### config.mk
export PLATFORM = sky130hd
export DESIGN_NAME = mem_bus_arbiter_flat
export DESIGN_NICKNAME = d
export VERILOG_FILES = /design/src/rtl/mem_bus_arbiter_if.sv /design/src/rtl/mem_bus_arbiter.sv /design/src/flat_wrapper.sv
export SDC_FILE = /design/constraint.sdc
export NUM_CORES = 1
export LEC_CHECK = 0
export BUFFER_PORTS_ARGS = -buffer_cell sky130_fd_sc_hd__clkbuf_2
export CORE_AREA = 3 3 222 224
export CTS_CLUSTER_DIAMETER = 60
export DETAILED_ROUTE_END_ITERATION = 7
export DIE_AREA = 0 0 225 227
export PLACE_DENSITY = 0.43
export SYNTH_ARGS = -nofsm -noshare
export SYNTH_HDL_FRONTEND = slang
export SYNTH_SLANG_ARGS = --single-unit
### constraint.sdc
create_clock -name clk -period 2.72 [get_ports clk]
set_input_delay 0.136 -clock clk [delete_from_list [all_inputs] [get_ports clk]]
set_output_delay 0.136 -clock clk [all_outputs]
set_load 0.01 [all_outputs]
### src/rtl/mem_bus_arbiter_if.sv
// Bundle of the fetch (ibus), data (dbus) and shared core-bus (cbus) signals
// plus the pipeline stall outputs. The arbiter uses the slave modport; the
// environment (pipeline requesters and cbus responder) uses the master modport.
interface mem_bus_arbiter_if #(
  parameter int unsigned ADDR_W = 64,
  parameter int unsigned DATA_W = 64
);
  // fetch port
  logic              ireq_valid;
  logic [ADDR_W-1:0] ireq_addr;
  logic              iresp_data_ok;
  logic [31:0]       iresp_data;
  // data port
  logic              dreq_valid;
  logic [ADDR_W-1:0] dreq_addr;
  logic [2:0]        dreq_size;
  logic [7:0]        dreq_strobe;
  logic [DATA_W-1:0] dreq_data;
  logic              dresp_data_ok;
  logic [DATA_W-1:0] dresp_data;
  // shared core bus
  logic              creq_valid;
  logic [ADDR_W-1:0] creq_addr;
  logic [2:0]        creq_size;
  logic [7:0]        creq_strobe;
  logic [DATA_W-1:0] creq_data;
  logic              cresp_ready;
  logic              cresp_last;
  logic [DATA_W-1:0] cresp_data;
  // pipeline stall
  logic              handshake_stall;
  logic [63:0]       stall_cycles;

  modport master (
    output ireq_valid, ireq_addr,
    input  iresp_data_ok, iresp_data,
    output dreq_valid, dreq_addr, dreq_size, dreq_strobe, dreq_data,
    input  dresp_data_ok, dresp_data,
    input  creq_valid, creq_addr, creq_size, creq_strobe, creq_data,
    output cresp_ready, cresp_last, cresp_data,
    input  handshake_stall, stall_cycles
  );

  modport slave (
    input  ireq_valid, ireq_addr,
    output iresp_data_ok, iresp_data,
    input  dreq_valid, dreq_addr, dreq_size, dreq_strobe, dreq_data,
    output dresp_data_ok, dresp_data,
    output creq_valid, creq_addr, creq_size, creq_strobe, creq_data,
    input  cresp_ready, cresp_last, cresp_data,
    output handshake_stall, stall_cycles
  );
endinterface

### src/rtl/mem_bus_arbiter.sv
// Two-port (fetch / data) arbiter onto the single core memory bus. One
// transaction at a time, request held in registers until the last response
// beat, alternating priority on ties, plus pipeline stall and stall counter.
module mem_bus_arbiter #(
  parameter int unsigned ADDR_W = 64,
  parameter int unsigned DATA_W = 64
) (
  input  logic            clk,
  input  logic            reset,
  mem_bus_arbiter_if.slave bus
);

  localparam logic [2:0] FETCH_SIZE = 3'b010;

  typedef enum logic [1:0] {
    IDLE   = 2'd0,
    BUSY_I = 2'd1,
    BUSY_D = 2'd2
  } state_t;

  state_t            state;
  logic              last_d;
  logic [ADDR_W-1:0] req_addr;
  logic [2:0]        req_size;
  logic [7:0]        req_strobe;
  logic [DATA_W-1:0] req_data;
  logic [63:0]       stall_cnt;

  logic beat_done;
  logic grant_d;
  logic iok;
  logic dok;
  logic stall;

  // Completion detection, tie-break choice and stall request
  always_comb begin
    beat_done = bus.cresp_ready & bus.cresp_last;
    grant_d   = bus.dreq_valid & (~bus.ireq_valid | ~last_d);
    iok       = (state == BUSY_I) & beat_done;
    dok       = (state == BUSY_D) & beat_done;
    stall     = (bus.ireq_valid & ~iok) | (bus.dreq_valid & ~dok);
  end

  // Arbitration FSM; request fields are latched on the grant edge only
  always_ff @(posedge clk or negedge reset) begin
    if (!reset) begin
      state      <= IDLE;
      last_d     <= 1'b0;
      req_addr   <= '0;
      req_size   <= '0;
      req_strobe <= '0;
      req_data   <= '0;
    end else begin
      case (state)
        IDLE: begin
          if (grant_d) begin
            state      <= BUSY_D;
            req_addr   <= bus.dreq_addr;
            req_size   <= bus.dreq_size;
            req_strobe <= bus.dreq_strobe;
            req_data   <= bus.dreq_data;
          end else if (bus.ireq_valid) begin
            state      <= BUSY_I;
            req_addr   <= bus.ireq_addr;
            req_size   <= FETCH_SIZE;
            req_strobe <= 8'h00;
            req_data   <= '0;
          end
        end
        BUSY_I: begin
          if (beat_done) begin
            state  <= IDLE;
            last_d <= 1'b0;
          end
        end
        BUSY_D: begin
          if (beat_done) begin
            state  <= IDLE;
            last_d <= 1'b1;
          end
        end
        default: state <= IDLE;
      endcase
    end
  end

  // Consecutive-stall counter, cleared by any non-stall cycle
  always_ff @(posedge clk or negedge reset) begin
    if (!reset) begin
      stall_cnt <= 64'd0;
    end else if (stall) begin
      stall_cnt <= stall_cnt + 64'd1;
    end else begin
      stall_cnt <= 64'd0;
    end
  end

  // cbus request comes only from the latched registers
  assign bus.creq_valid  = (state != IDLE);
  assign bus.creq_addr   = req_addr;
  assign bus.creq_size   = req_size;
  assign bus.creq_strobe = req_strobe;
  assign bus.creq_data   = req_data;

  // Per-port completion and response data
  assign bus.iresp_data_ok = iok;
  assign bus.dresp_data_ok = dok;
  assign bus.iresp_data    = req_addr[2] ? bus.cresp_data[63:32] : bus.cresp_data[31:0];
  assign bus.dresp_data    = bus.cresp_data;

  assign bus.handshake_stall = stall;
  assign bus.stall_cycles    = stall_cnt;

endmodule

### src/flat_wrapper.sv
// flat-port wrapper written by rule: the top's interface ports become plain ports
module mem_bus_arbiter_flat 
#(
  parameter int unsigned ADDR_W = 64,
  parameter int unsigned DATA_W = 64
)
  (clk, reset, bus_ireq_valid, bus_ireq_addr, bus_iresp_data_ok, bus_iresp_data, bus_dreq_valid, bus_dreq_addr, bus_dreq_size, bus_dreq_strobe, bus_dreq_data, bus_dresp_data_ok, bus_dresp_data, bus_creq_valid, bus_creq_addr, bus_creq_size, bus_creq_strobe, bus_creq_data, bus_cresp_ready, bus_cresp_last, bus_cresp_data, bus_handshake_stall, bus_stall_cycles);
  mem_bus_arbiter_if #(.ADDR_W(ADDR_W), .DATA_W(DATA_W)) bus_i ();
  input  logic clk;
  input  logic reset;
  input wire logic [$bits(bus_i.ireq_valid)-1:0] bus_ireq_valid;
  input wire logic [$bits(bus_i.ireq_addr)-1:0] bus_ireq_addr;
  output wire logic [$bits(bus_i.iresp_data_ok)-1:0] bus_iresp_data_ok;
  output wire logic [$bits(bus_i.iresp_data)-1:0] bus_iresp_data;
  input wire logic [$bits(bus_i.dreq_valid)-1:0] bus_dreq_valid;
  input wire logic [$bits(bus_i.dreq_addr)-1:0] bus_dreq_addr;
  input wire logic [$bits(bus_i.dreq_size)-1:0] bus_dreq_size;
  input wire logic [$bits(bus_i.dreq_strobe)-1:0] bus_dreq_strobe;
  input wire logic [$bits(bus_i.dreq_data)-1:0] bus_dreq_data;
  output wire logic [$bits(bus_i.dresp_data_ok)-1:0] bus_dresp_data_ok;
  output wire logic [$bits(bus_i.dresp_data)-1:0] bus_dresp_data;
  output wire logic [$bits(bus_i.creq_valid)-1:0] bus_creq_valid;
  output wire logic [$bits(bus_i.creq_addr)-1:0] bus_creq_addr;
  output wire logic [$bits(bus_i.creq_size)-1:0] bus_creq_size;
  output wire logic [$bits(bus_i.creq_strobe)-1:0] bus_creq_strobe;
  output wire logic [$bits(bus_i.creq_data)-1:0] bus_creq_data;
  input wire logic [$bits(bus_i.cresp_ready)-1:0] bus_cresp_ready;
  input wire logic [$bits(bus_i.cresp_last)-1:0] bus_cresp_last;
  input wire logic [$bits(bus_i.cresp_data)-1:0] bus_cresp_data;
  output wire logic [$bits(bus_i.handshake_stall)-1:0] bus_handshake_stall;
  output wire logic [$bits(bus_i.stall_cycles)-1:0] bus_stall_cycles;
  assign bus_i.ireq_valid = bus_ireq_valid;
  assign bus_i.ireq_addr = bus_ireq_addr;
  assign bus_iresp_data_ok = bus_i.iresp_data_ok;
  assign bus_iresp_data = bus_i.iresp_data;
  assign bus_i.dreq_valid = bus_dreq_valid;
  assign bus_i.dreq_addr = bus_dreq_addr;
  assign bus_i.dreq_size = bus_dreq_size;
  assign bus_i.dreq_strobe = bus_dreq_strobe;
  assign bus_i.dreq_data = bus_dreq_data;
  assign bus_dresp_data_ok = bus_i.dresp_data_ok;
  assign bus_dresp_data = bus_i.dresp_data;
  assign bus_creq_valid = bus_i.creq_valid;
  assign bus_creq_addr = bus_i.creq_addr;
  assign bus_creq_size = bus_i.creq_size;
  assign bus_creq_strobe = bus_i.creq_strobe;
  assign bus_creq_data = bus_i.creq_data;
  assign bus_i.cresp_ready = bus_cresp_ready;
  assign bus_i.cresp_last = bus_cresp_last;
  assign bus_i.cresp_data = bus_cresp_data;
  assign bus_handshake_stall = bus_i.handshake_stall;
  assign bus_stall_cycles = bus_i.stall_cycles;
  mem_bus_arbiter #(.ADDR_W(ADDR_W), .DATA_W(DATA_W)) u_core (.clk(clk), .reset(reset), .bus(bus_i));
endmodule
==> impl_metrics.yaml, run 1 <==
run:
  maxCapViolations: 0
route:
  routed_wire_length_mm: 41.3
  detail_route.iter0.violations: 654
  route.antenna.remaining_nets: 0
  dr.pass1.iters: 8
  routed_via_density: 4.52
  detailroute.via_count: 10100
  wl_per_cell_um: 18.5
  drcViolationCount: 3
clock_network:
  tritoncts: "built"
  clkSinkCount: 206
  cts-buffers-inserted: 29
  cts.clk_slew.worst_paths_ns: 0.06
  ctsRootBufferMaster: "clkbuf_16"
  clk_latency_ns: 0.54
  cts_buffer_depth: 3
  cts_htree_levels: 1
timing:
  fmax_mhz: 402
  final_min_period_over_clock_period_pct: 91.5
  max_slew_margin_pct: 48.7
  period_needed_ns: 2.49
  timing.final.hold_violations: 0
  max_slew.worst_pin.slew_ns: 0.767
  setup_viol: 0
  rsz0062_at_grt: "false"
  timing.setup.tns_ns: 0
  slew_violations: 0
  fin_worst_skew_ns: 0.0191
power_and_ir_drop:
  power_per_cell_area_mw_per_mm2: 930
  vdd_ir_drop_max_mv: 0.520
  clock_power_share_pct: 26.3
  net-switching-power_w: 0.00524
  p_int_w: 0.00966
  power.share.combinational_pct: 41.7
  switching_share_pct: 35.1
  power.sequential.fraction_pct: 32.0
  static-leakage-power_nw: 8.05
critical_path:
  timing_worst_setup_path_type: "reg -> reg"
  worst_setup_path_end_kind: "flip-flop"
  cp_max_fo: 27
  cpMostUsedCell: "inv_1"
  timing.critical_path.buf_inv: 4
  crit_arrival_ns: 2.92
  worst-path-stages: 7
  critical_path.startpoint_type: "flip-flop"
  cpLargestDelayFamily: "buffers and inverters"
  timing.critical_path.slowest_stage_cell: "dlygate4sd3_1"
  path_cells: "inv_1 > ha_1 > o21ai_4 > buf_4 > a222oi_1 > dlygate4sd3_1 > inv_1"
  worst-endpoint-required_ns: 3.15
  length_in_cells_of_the_worst_reg_to_reg_path: 7
  timing.critical_path.slowest_cell_delay_ns: 0.62
global_route:
  number_of_global_route_vias_before_repair: 10100
  initial_antenna_violation_count: 1
  grtUsageTotal_pct: 14.8
  grt_max_degree: 130
  global_route_wire_length_before_repair_mm: 58.7
  gr-total-overflow: 0
logic_synthesis:
  combinational_family_with_the_most_area_after_synthesis: "compound AO/OA/AOI/OAI gates"
  synth.most_common_cell: "dfrtp_1"
  synth-edff-count: 0
  syn_nets: 1155
  ys.warnings.count: 0
  ys_seq_elements: 206
  synth_area_sq_mm: 0.00963
  synth_cells: 878
  netlist.top_cell.by_area: "dfrtp_1"
  synth_async_sr_flop_share_pct: 100
  ys_types: 38
  synthesized_area_fraction_occupied_by_xor_and_xnor_cells_pct: 3.46
  avgSynthCellArea_sq_um: 11.0
  synth_top_area_share_pct: 53.5
  synth_sequential_area_ratio_pct: 53.5
  synth_ff_type: "dfrtp_1"
  post_synth_mux_area_share_pct: 3.86
  synth_compound_area_share_pct: 16.6
  post_synth_main_area_contributors: "dfrtp_1 (54%), a22o_1 (6.9%), a222oi_1 (6.7%)"
  share_of_synthesized_cell_area_in_full_adder_half_adder_and_majority_cells_pct: 0.520
  netlist_top_cells_count: "dfrtp_1 (206), inv_1 (80), a22o_1 (76)"
  yosys.area_share.simple_pct: 11.8
outcome:
  outcome: "finished with violations"
  violations: "design-rule violations"
floorplanning:
  die_h_um: 227
  initial_core_util_pct: 20.3
  io-pin-count: 576
  dieArea_sq_mm: 0.0511
  num_rows: 80
  die-width_um: 225
  core_area_sq_mm: 0.0475
finish:
  final_core_utilization_pct: 33.7
  filler_cell_count: 4847
  fin_nets: 1877
  post_route_cells_drive_above_1_share_pct: 42.8
  synthToLayoutAreaGrowth_pct: 66.3
placed_design:
  portBuffers: 575
  hpwlAfterDp_mm: 29.9
  gp_congestion: 0.816
min_path:
  min-delay-path-class: "in -> reg"
  whs_path_depth: 3
final timing paths:
kind,startpoint,to,slack [ns]
worst max-delay path,u_core.state[0],u_core.bus.creq_addr[53],0.23
worst min-delay path,bus_dreq_valid,u_core.state[1],0.05
worst max register to register,u_core.state[0],u_core.bus.creq_addr[53],0.23
worst min register to register,u_core.bus.creq_data[34],u_core.bus.creq_data[34],0.50
max in group asynchronous,reset,u_core.bus.creq_strobe[7],1.81
min in group asynchronous,reset,u_core.bus.creq_addr[19],0.19
sequential cells by signal (all words and copies together) (netlist names):
signal / flops
u_core.bus.creq_addr: 64
u_core.bus.creq_data: 64
u_core.bus.stall_cycles: 64
u_core.bus.creq_strobe: 8
u_core.bus.creq_size: 3
u_core.state: 2
u_core.last_d: 1
metrics by stage:
stage	area (sq um)	hold slack, ns	cells	setup WS [ns]	total power (W)
2_1_floorplan	9630	-0.160	878	0.440	0.00747
3_3_place_gp	12900	0.216	1975	0.352	0.00994
3_5_place_dp	12900	0.225	1975	0.331	0.00993
4_1_cts	16000	0.0148	2233	0.124	0.0150
5_1_grt	16000	0.0477	2236	0.0576	0.0158
6_report	16000	0.0467	2236	0.231	0.0149
cell usage in the layout (no fill, tap or decap), types with 4 or more instances in the layout:
cell           count
nor3_1            11
clkbuf_2         574
ha_1               4
and4_1             6
or4_1              7
clkbuf_16         30
clkbuf_8           5
buf_12             7
xor2_1            11
inv_1             80
o31ai_1            6
nor4_1            18
nor2_1            47
bufinv_16          4
mux2_2            33
and3_1             7
buf_4             18
a222oi_1          64
dfrtp_1          206
and2_1             4
a21oi_1           24
nand4_1           26
nand2_1           27
nand3_1           22
a22o_1            76
dlygate4sd3_1    207
xnor2_1           27
o21ai_0           17
or3_1             20
power groups by stage:
stage / Combinational [W] / Clock, W / Sequential, W
floorplan: 0.00235 / 0 / 0.00512
detailed placement: 0.00522 / 0 / 0.00471
global placement: 0.00517 / 0 / 0.00478
CTS: 0.00617 / 0.00405 / 0.00474
global route: 0.00671 / 0.00417 / 0.00487
finish: 0.00621 / 0.00392 / 0.00476
worst min-delay path, stage by stage:
cell and delay [ns]:
clkbuf_2 0.13, o31ai_1 0.10, a22o_1 0.18
layer usage:
metal	part of all wire [%]	wire [um]	vias up	global-route usage, %
met4	4.5	1850	0	6.99
met2	51	21000	535	26.6
met3	7.0	2890	90	2.67
met1	38	15600	4854	17.2
met5	0	0	-	0
li1	-	-	4624	-
cell families (layout without fill, tap and decap cells):
group / Yosys count / count (layout)
XOR/XNOR: 38 / 38
multiplexers: 33 / 33
AO/OA/AOI/OAI: 193 / 193
other: 0 / 1
adder cells (fa/ha/maj): 4 / 4
flip-flops: 206 / 206
buffers and inverters: 198 / 940
AND/OR/NAND/NOR: 206 / 206
final cells by class:
type	count	area [sq um]	share of cell area (%)
timing repair buffer	809	5270	32.9
sequential	206	5150	32.2
multi-input combinational	474	3520	22.0
clock buffer	36	792	4.95
tap	615	769	4.80
inverter	80	300	1.87
clock inverter	15	209	1.30
antenna	1	2.50	0.0156
what timing repair did:
action / 4_1_cts / 5_1_grt
setup buffers: 0 / 1
endpoints found under the hold margin: 206 / 0
gates resized for setup: 0 / 1
setup endpoints to repair: 0 / 23
hold buffers: 207 / 0
(Power assumes the default switching activity.)
==> run 2, diff against run 1 <==
Settings changed: CELL_PAD_IN_SITES_DETAIL_PLACEMENT from default to 1, CELL_PAD_IN_SITES_GLOBAL_PLACEMENT from default to 1, CORE_AREA 3 3 222 224 to 3 3 224 226, DIE_AREA 0 0 225 227 to 0 0 227 229, PLACE_DENSITY 0.43 to 0.55.
==> impl_metrics.yaml, run 2 (synthesis gave the netlist of run 1 again) <==
finish:
  footprint_of_the_multi_input_gates_sq_mm: 0.00352
  synthToLayoutAreaGrowth_pct: 65.4
  fin_nets: 1874
  layout_commonest_cell: "clkbuf_2"
  filler_cell_count: 5621
  post_route_cells_drive_above_1_share_pct: 42.9
  most-common-layout-cells: "clkbuf_2 (574), dlygate4sd3_1 (207), dfrtp_1 (206)"
  seq_area_sq_mm: 0.00515
timing:
  max_slew.worst_pin.slew_ns: 0.742
  timing.setup.tns_ns: 0
  max_slew_margin_pct: 50.3
  period_needed_ns: 2.51
  slew_violations: 0
  final_min_period_over_clock_period_pct: 92.4
  postLayoutSetupSlackWorst_ns: 0.207
  timing.final.hold_violations: 0
  rsz0062_at_grt: "false"
  fmax_mhz: 398
  whs_ns: 0.0478
  fin_worst_skew_ns: 0.0102
  setup_viol: 0
clock_network:
  cts_htree_levels: 1
  cts-buffers-inserted: 29
  cts_buffer_depth: 3
  cts.clk_slew.worst_paths_ns: 0.06
  clk_latency_ns: 0.55
  ctsRootBufferMaster: "clkbuf_16"
  tritoncts: "built"
  clkSinkCount: 206
global_route:
  grtUsageTotal_pct: 17.1
  number_of_global_route_vias_before_repair: 11200
  global_route_wire_length_before_repair_mm: 69.2
  initial_antenna_violation_count: 6
  grt_max_degree: 141
  gr-total-overflow: 0
route:
  detailroute.via_count: 10200
  wl_per_cell_um: 20.8
  route.antenna.remaining_nets: 0
  routed_via_density: 4.53
  drcViolationCount: 0
  routed_wire_length_mm: 46.8
  detail_route.iter0.violations: 648
  dr.pass1.iters: 8
floorplanning:
  dieArea_sq_mm: 0.0520
  initial_core_util_pct: 19.8
  num_rows: 81
  die_h_um: 229
  die-width_um: 227
  io-pin-count: 576
  core_area_sq_mm: 0.0485
critical_path:
  critical_path.startpoint_type: "flip-flop"
  worst_setup_path_end_kind: "flip-flop"
  worst-endpoint-required_ns: 3.16
  cp_max_fo: 26
  crit_arrival_ns: 2.95
  timing_worst_setup_path_type: "reg -> reg"
placed_design:
  worst_slack_placed_ns: 0.246
  gp_congestion: 0.933
  portBuffers: 575
  hpwlAfterDp_mm: 33.2
power_and_ir_drop:
  p_int_w: 0.00942
  net-switching-power_w: 0.00549
  power_per_cell_area_mw_per_mm2: 936
  power.share.combinational_pct: 42.7
  switching_share_pct: 36.8
  clock_power_share_pct: 25.3
  static-leakage-power_nw: 8.00
  vdd_ir_drop_max_mv: 0.492
  power.sequential.fraction_pct: 32.1
outcome:
  outcome: "complete, no violations"
run:
  maxCapViolations: 0
min_path:
  min-delay-path-class: "in -> reg"
[run 2: cell count changes in the layout (fill, tap and decap cells not counted)]
cell	before	now
clkinv_2	3	8
diode_2	1	5
buf_12	7	4
bufinv_16	4	2
buf_4	18	17
buf_6	1	2
clkbuf_1	3	2
clkinv_4	2	3
clkinvlp_4	1	2
inv_6	3	2
inv_8	2	1
[run 2: through the flow]
step	power, W	util, %	cell area (sq um)	std cells
CTS	0.0149	32.7	15900	2238
floorplan	0.00747	-	9630	878
detailed placement	0.00997	26.5	12900	1978
global placement	0.00993	26.5	12900	1978
global route	0.0158	32.8	15900	2245
finish	0.0149	32.8	15900	2246
[run 2: area by class of cell]
| type | count | share of cell area, % |
|---|---|---|
| Timing Repair Buffer | 806 | 32.7 |
| Sequential cell | 206 | 32.3 |
| Multi-Input combinational cell | 474 | 22.1 |
| Clock buffer | 35 | 4.95 |
| Tap cell | 622 | 4.88 |
| Inverter | 80 | 1.88 |
| Clock inverter | 18 | 1.07 |
| Antenna cell | 5 | 0.0785 |
[run 2: what timing repair did]
action	CTS	global route
hold buffers	207	0
resized for setup	0	2
setup endpoints to repair	0	53
buffers inserted	0	1
hold endpoints to repair	195	0
[run 2: path summary, 6_finish.rpt]
kind / to / slack [ns] / cells past startpoint / from
worst min register to register: u_core.bus.creq_data[47] / 0.50 / 1 / u_core.bus.creq_data[47]
max in group asynchronous: u_core.bus.creq_data[24] / 1.81 / 3 / reset
min in group asynchronous: u_core.bus.stall_cycles[49] / 0.12 / 2 / reset
worst min-delay path: u_core.state[0] / 0.05 / 3 / bus_dreq_valid
worst max register to register: u_core.bus.creq_addr[30] / 0.21 / 7 / u_core.state[0]
worst max-delay path: u_core.bus.creq_addr[30] / 0.21 / 7 / u_core.state[0]
[run 2: power by group through the flow]
stage	combinational [W]	clock [W]	sequential, W
2_1_floorplan	0.00235	0	0.00512
3_3_place_gp	0.00517	0	0.00475
3_5_place_dp	0.00524	0	0.00473
4_1_cts	0.00621	0.00389	0.00475
5_1_grt	0.00689	0.00403	0.00491
6_report	0.00636	0.00377	0.00478
[run 2: worst max-delay path, stage by stage (launching register included)]
cell and delay, ns:
dfrtp_1 0.40, inv_1 0.09, ha_1 0.26, o21ai_4 0.23
buf_4 0.31, a222oi_1 0.43, dlygate4sd3_1 0.63, inv_1 0.04
[run 2: routing by layer]
metal,up-vias,routed length [um],track usage (%)
li1,4622,-,-
met1,5083,19300,21.6
met2,381,22700,28.6
met3,89,3180,4.35
met4,2,1580,5.67
met5,-,13,0
